`src/rtl/text_cell_renderer.sv`:
```
// Text-mode pixel generator: coordinates -> text RAM -> glyph ROM -> colour index.
// Four register stages (S1..S4) with syncs and valid delayed to match.
// Optional blinking cursor is built when TEXT_CURSOR_EN is defined.
// Both memories register their address on this side: text_addr and glyph_char/glyph_row
// are the read-address registers, and the returned data is consumed on the next edge.
module text_cell_renderer #(
    parameter int unsigned GLYPH_W      = 8,
    parameter int unsigned GLYPH_H      = 8,
    parameter int unsigned SCALE        = 1,
    parameter int unsigned COLS         = 80,
    parameter int unsigned ROWS         = 60,
    parameter int unsigned COORD_W      = 10,
    parameter int unsigned BLINK_FRAMES = 30
) (
    input  logic                          clk,
    input  logic                          reset,
    input  logic                          in_valid,
    input  logic [COORD_W-1:0]            in_x,
    input  logic [COORD_W-1:0]            in_y,
    input  logic                          in_hsync,
    input  logic                          in_vsync,
    input  logic                          in_frame_start,
`ifdef TEXT_CURSOR_EN
    input  logic [$clog2(COLS)-1:0]       cursor_col,
    input  logic [$clog2(ROWS)-1:0]       cursor_row,
    input  logic                          cursor_on,
`endif
    output logic [$clog2(COLS*ROWS)-1:0]  text_addr,
    input  logic [15:0]                   text_data,
    output logic [7:0]                    glyph_char,
    output logic [$clog2(GLYPH_H)-1:0]    glyph_row,
    input  logic [GLYPH_W-1:0]            glyph_bits,
    output logic                          out_valid,
    output logic [3:0]                    out_color,
    output logic                          out_hsync,
    output logic                          out_vsync
);

    localparam int unsigned AW  = $clog2(COLS * ROWS);
    localparam int unsigned GXW = $clog2(GLYPH_W);
    localparam int unsigned GYW = $clog2(GLYPH_H);
    localparam int unsigned SSH = $clog2(SCALE);
    localparam int unsigned XSH = $clog2(GLYPH_W * SCALE);
    localparam int unsigned YSH = $clog2(GLYPH_H * SCALE);

    // Stage-1 combinational decode of the incoming coordinates
    logic [COORD_W-1:0] xs_c, ys_c, col_c, row_c;
    logic [GXW-1:0]     gx_c;
    logic [GYW-1:0]     gy_c;
    logic               txt_c;
    logic               cur_c;

    assign xs_c  = in_x >> SSH;
    assign ys_c  = in_y >> SSH;
    assign col_c = in_x >> XSH;
    assign row_c = in_y >> YSH;
    assign gx_c  = xs_c[GXW-1:0];
    assign gy_c  = ys_c[GYW-1:0];
    assign txt_c = (32'(col_c) < COLS) && (32'(row_c) < ROWS);

`ifdef TEXT_CURSOR_EN
    localparam int unsigned CW = (BLINK_FRAMES > 1) ? $clog2(BLINK_FRAMES) : 1;

    logic [CW-1:0] frame_cnt;
    logic          blink_phase;

    // Frame counter: wraps after BLINK_FRAMES frame-start pulses and flips the blink phase
    always_ff @(posedge clk or negedge reset) begin
        if (!reset) begin
            frame_cnt   <= '0;
            blink_phase <= 1'b0;
        end else if (in_frame_start) begin
            if (32'(frame_cnt) == BLINK_FRAMES - 1) begin
                frame_cnt   <= '0;
                blink_phase <= ~blink_phase;
            end else begin
                frame_cnt <= frame_cnt + CW'(1);
            end
        end
    end

    // Cursor underline: bottom glyph row of the selected cell, visible phase only
    assign cur_c = cursor_on && blink_phase
                && (col_c == COORD_W'(cursor_col))
                && (row_c == COORD_W'(cursor_row))
                && (gy_c == GYW'(GLYPH_H - 1));
`else
    localparam int unsigned unused_blink_frames = BLINK_FRAMES;
    logic unused_frame_start;
    assign unused_frame_start = in_frame_start;
    assign cur_c = 1'b0;
`endif

    // S1 registers: coordinates and sideband
    logic               v1, hs1, vs1, txt1, cur1;
    logic [COORD_W-1:0] col1, row1;
    logic [GXW-1:0]     gx1;
    logic [GYW-1:0]     gy1;

    // Register the decoded coordinates of the incoming pixel
    always_ff @(posedge clk or negedge reset) begin
        if (!reset) begin
            v1   <= 1'b0;
            hs1  <= 1'b0;
            vs1  <= 1'b0;
            txt1 <= 1'b0;
            cur1 <= 1'b0;
            col1 <= '0;
            row1 <= '0;
            gx1  <= '0;
            gy1  <= '0;
        end else begin
            v1   <= in_valid;
            hs1  <= in_hsync;
            vs1  <= in_vsync;
            txt1 <= txt_c;
            cur1 <= cur_c;
            col1 <= col_c;
            row1 <= row_c;
            gx1  <= gx_c;
            gy1  <= gy_c;
        end
    end

    // S2 registers: text RAM address plus sideband
    logic           v2, hs2, vs2, txt2, cur2;
    logic [GXW-1:0] gx2;
    logic [GYW-1:0] gy2;
    logic [AW-1:0]  addr_c;

    assign addr_c = AW'(32'(row1) * COLS + 32'(col1));

    // Issue the text RAM read; border pixels leave the address untouched
    always_ff @(posedge clk or negedge reset) begin
        if (!reset) begin
            text_addr <= '0;
            v2        <= 1'b0;
            hs2       <= 1'b0;
            vs2       <= 1'b0;
            txt2      <= 1'b0;
            cur2      <= 1'b0;
            gx2       <= '0;
            gy2       <= '0;
        end else begin
            if (txt1) begin
                text_addr <= addr_c;
            end
            v2   <= v1;
            hs2  <= hs1;
            vs2  <= vs1;
            txt2 <= txt1;
            cur2 <= cur1;
            gx2  <= gx1;
            gy2  <= gy1;
        end
    end

    // S3 registers: glyph ROM address and cell colours
    logic           v3, hs3, vs3, txt3, cur3;
    logic [GXW-1:0] gx3;
    logic [3:0]     fg3, bg3;

    // Capture the text word and issue the glyph ROM read
    always_ff @(posedge clk or negedge reset) begin
        if (!reset) begin
            glyph_char <= '0;
            glyph_row  <= '0;
            fg3        <= '0;
            bg3        <= '0;
            v3         <= 1'b0;
            hs3        <= 1'b0;
            vs3        <= 1'b0;
            txt3       <= 1'b0;
            cur3       <= 1'b0;
            gx3        <= '0;
        end else begin
            glyph_char <= text_data[7:0];
            glyph_row  <= gy2;
            fg3        <= text_data[11:8];
            bg3        <= text_data[15:12];
            v3         <= v2;
            hs3        <= hs2;
            vs3        <= vs2;
            txt3       <= txt2;
            cur3       <= cur2;
            gx3        <= gx2;
        end
    end

    // Colour select: blanked outside the visible text area, cursor forces foreground
    logic [3:0] color_c;
    always_comb begin
        color_c = 4'h0;
        if (v3 && txt3) begin
            if (cur3 || glyph_bits[gx3]) begin
                color_c = fg3;
            end else begin
                color_c = bg3;
            end
        end
    end

    // S4 output registers
    always_ff @(posedge clk or negedge reset) begin
        if (!reset) begin
            out_valid <= 1'b0;
            out_color <= 4'h0;
            out_hsync <= 1'b0;
            out_vsync <= 1'b0;
        end else begin
            out_valid <= v3;
            out_color <= color_c;
            out_hsync <= hs3;
            out_vsync <= vs3;
        end
    end

endmodule

```
`config.mk`:
```
export PLATFORM = sky130hd
export DESIGN_NAME = text_cell_renderer
export DESIGN_NICKNAME = d
export VERILOG_FILES = /design/src/rtl/text_cell_renderer.sv
export SDC_FILE = /design/constraint.sdc
export NUM_CORES = 1
export LEC_CHECK = 0
export ABC_CLOCK_PERIOD_IN_PS = 3500
export CAP_MARGIN = 10
export CORE_MARGIN = 3
export CORE_UTILIZATION = 46
export CTS_CLUSTER_DIAMETER = 50
export CTS_CLUSTER_SIZE = 14
export DETAILED_ROUTE_END_ITERATION = 16
export PLACE_DENSITY = 0.87
export SYNTH_ARGS = -nofsm -noshare
export SYNTH_HDL_FRONTEND = slang
export SYNTH_SLANG_ARGS = --single-unit
```
`constraint.sdc`:
```
create_clock -name clk -period 3.5 [get_ports clk]
set_clock_uncertainty 0.15 [all_clocks]
set_input_delay 0.525 -clock clk [delete_from_list [all_inputs] [get_ports clk]]
set_output_delay 0.525 -clock clk [all_outputs]
set_load 0.01 [all_outputs]
```
**Word-level counts from Yosys, hierarchy flattened**

Index checks and enable logic that the tools add are counted.

- Reduce and logical (&&, ||, !) cells: 2
- Mux-type cells: 4
- Magnitude comparators: 3
- Add/sub/neg operators: 1
- $mul: 1

Operator list:

| operator | count |
|---|---|
| $add 13x7->13 | 1 |
| $mul 7x3->9 const B | 1 |
| $mux 4 | 2 |
| $lt 7x6->1 const B | 1 |
| $lt 7x7->1 const B | 1 |
| $lt 3x4->1 const B | 1 |
| $bmux 1 s3 | 1 |
| $logic_and 1x1->1 | 2 |
| $mux 1 | 1 |

- Register bits: 80
- Word-level logic and storage cells: 39
- Output and inout bits: 31
- Input port bits: 50

**Logic depth before layout (Yosys ltp)**

- Depth after elaboration: 4
- Depth in mapped cells: 8
- Mapped depth without buffers: 8

**Worst setup path before layout**

No wires, ideal clock.

- Path type: register to register
- Start point: register row1[1]
- End point: register text_addr[12]
- Buffers on the path: 0
- Slack: 646 ps
- Arrival time: 2565 ps
- Period minus slack after synthesis: 2854 ps
- Data required time: 3212 ps
- Setup time: 138 ps
- Cell stages (with the launch flop): 9
- Cell sequence: dfrtp_1 > ha_1 > ha_1 > fa_1 > a211oi_1 > nor2_2 > xor2_1 > a311oi_1 > or4b_1

- Longest elaborated chain between the ends: 2

RTL lines:

| item | RTL line | RTL |
|---|---|---|
| from (decl) | 96 | `logic [COORD_W-1:0] col1, row1;` |
| from (signal assigned) | 119 | `row1 <= row_c;` |
| $mul 7x3->9 | 131 | `assign addr_c = AW'(32'(row1) * COLS + 32'(col1));` |
| $add 13x7->13 | 131 |  |
| to (signal assigned) | 146 | `text_addr <= addr_c;` |
| to (decl) | 28 | `output logic [$clog2(COLS*ROWS)-1:0] text_addr,` |

Every way passes these cells.
A chain may end at the register's enable or synchronous reset.

**Worst setup path in the final report**

Same ends and word-level chain as after synthesis.

==> run metrics <==
required time worst endpoint ~3600 ps; reg2reg end text_addr[12]; post-synth top area share 0.724; Overflow after GRT 0; register-to-register setup slack 470 ps; delay-heaviest family, CP adder cells; Die X 83.5 microns; Crit Path Class register to register; Vias/cell 4.90; setup bufs post-CTS 0; Core ar. about 0.0057 sq mm; fillers around 400; vias in the first global route 1,817; Max Slew Vio Count 0; status finished, final reports clean; synth top area cells dfrtp_1 (72%), ha_1 (5.9%), mux2_2 (2.9%), nor2_1 (1.9%), mux4_2 (1.6%); deepest clock path buffer count 2; Syn Area/Cell approximately 16 sq um; DRC 0; initial antenna violation count 0; hold_buf cts 0; H-Tree Depth 3; CP peak stage delay approximately 520 ps; ANT cells 0; clock root buffer master clkbuf_8; Syn-to-layout area delta 38.9%; CTS Sinks 80; Die Ht 83.5 microns; Synth Warn # 0; GRT Overall Usage 0.153; RR Startpoint row1[1]; FMAX 330 MHz; total CTS buffers 9; CP max FO 4; post-synthesis cell area 0.00277 sq mm; initial core utilization 0.487; Worst Setup End Kind register; DRT antenna net count 0; Post-synth top cells dfrtp_1 (80), nor2_1 (14), ha_1 (13); Pleak 0.00170 uW; RSZ-0062 raised after global routing false; die area roughly 0.0070 sq mm; reg2reg path depth 8; Setup TNS 0 ps; Cell Rows 27; Worst Setup Start Kind register; Crit-path slowest cell or4b_1; TritonCTS clock tree done; Ports 81; Port Buf Inserts 79; Worst EP arrival roughly 3100 ps; share of flip-flops with an asynchronous set or reset 1.00; FF+latch count, synth 80; WP buf/inv 0; Tmin final 3030 ps; Max Cap Viol 0; HPWL after detailed placement about 3.6 mm; global-route wire length before repair 8.16 mm; endpoints failing setup 0; Worst-Skew Late Latency 340 ps; Reg clk slew, reported paths 80 ps; fin crit share 0.866; Max VDD drop 334 uV; syn nets around 240; wirelength, routed 4.82 mm; GPL Wtd Cong around 0.75; count leader, synth dfrtp_1; Mapped Cells 171; crit path cell chain ha_1, ha_1, fa_1, a211oi_1, nor2_2, xor2_1, a31oi_1, or4b_1; register area share after synthesis 0.724; drt wl/cell 14.4 microns; Slew @ Worst Pin 930 ps; DRT Pass-1 Iters 3; Design Area, Final 0.00384 sq mm; most frequent cell on the critical path ha_1; Placed Area 0.00364 sq mm; pin count of the biggest net entering global routing 81; Iteration-0 DRC Markers 60; Synth area leader dfrtp_1; layout cells sized above 1 0.114; Synth cell types 34; via count 1,645; number of flops mapped to enable cells by yosys 0; slew margin rel. 0.380; post-cts resize count 0; Pwr Density ~530 mW/mm^2; final hold violation count 0; Post-synth top flop dfrtp_1; nets@finish 324; Hold Crit Class input port to asynchronous set/reset pin
-- flip-flops by register name (all words and copies together) (netlist names), 4 cells and up --
register and cells:
text_addr 13, glyph_char 8, col1 7, row1 7, bg3 4, fg3 4
out_color 4
-- logic make-up (layout without fill, tap and decap cells) --
| family | count (synthesis) | after routing | synth area share |
|---|---|---|---|
| flip-flops | 80 | 80 | 0.724 |
| AND/OR/NAND/NOR | 29 | 29 | 0.0493 |
| AO/OA/AOI/OAI | 22 | 22 | 0.0570 |
| adder cells (fa/ha/maj) | 15 | 15 | 0.0733 |
| multiplexers | 14 | 14 | 0.0643 |
| XOR/XNOR | 8 | 8 | 0.0281 |
| buffers and inverters | 3 | 96 | 0.00407 |
-- worst max-delay path by stage --
stage	start	endpoint	cells after the start
finish	row1[1]	text_addr[12]	8
global placement	row1[1]	text_addr[12]	8
detailed placement	row1[1]	text_addr[12]	8
global route	row1[1]	text_addr[12]	8
CTS	row1[1]	text_addr[12]	8
floorplan	row1[1]	text_addr[12]	8
-- power by group --
part / total (uW) / internal (uW) / switching (uW)
combinational: 342 / 202 / 140
sequential: 1040 / 998 / 37.2
clock: 672 / 351 / 320
total: 2050 / 1550 / 498
-- area by class of cell --
cell class | count | area [sq um] | share of cell area
Inverter | 1 | 3.75 | 0.000978
Tap cell | 72 | 90.1 | 0.0235
Multi-Input combinational cell | 88 | 752 | 0.196
Clock inverter | 6 | 66.3 | 0.0173
Clock buffer | 10 | 138 | 0.0358
Sequential cell | 80 | 2000 | 0.521
Timing Repair Buffer | 79 | 788 | 0.205
-- through the flow --
step                      power [uW]  hold WS [ps]  utilization  worst slack [ps]  std cells
final                           2050           156        0.677               468        336
after global placement          1390           181        0.641               554        320
after global routing            2160           209        0.677               283        336
after detailed placement        1400           185        0.641               489        320
after floorplan                 1200          79.4            -               646        171
after CTS                       2070           194        0.677               452        336
-- worst register-to-register path: stages, from the launching register on --
cell      delay [ps]
dfrtp_1          430
ha_1             310
ha_1             240
fa_1             460
a211oi_1         300
nor2_2           100
xor2_1           270
a31oi_1          130
or4b_1           520
-- per-layer routing --
layer | GRT usage | vias to the layer above | share of wire
li1 | - | 776 | -
met1 | 0.161 | 809 | 0.37
met2 | 0.259 | 50 | 0.53
met3 | 0.0642 | 10 | 0.074
met4 | 0.0877 | 0 | 0.022
met5 | 0 | - | 0
-- cells in the final DEF, fill, tap and decap left out, types with 2 or more instances in the layout --
master            n
dfrtp_1          80
clkdlybuf4s50_1  78
nor2_1           14
ha_1             13
clkbuf_8         10
mux2_2            7
nand2_1           5
mux2i_1           4
a21o_1            4
a21oi_1           4
xnor2_1           4
xor2_1            3
a211oi_1          3
mux4_2            2
o21ai_0           2
o21bai_1          2
nor2b_1           2
a31oi_1           2
nor3_1            2
fa_1              2
clkinv_2          2
clkinv_4          2
Power figures use the tool's default switching activity.
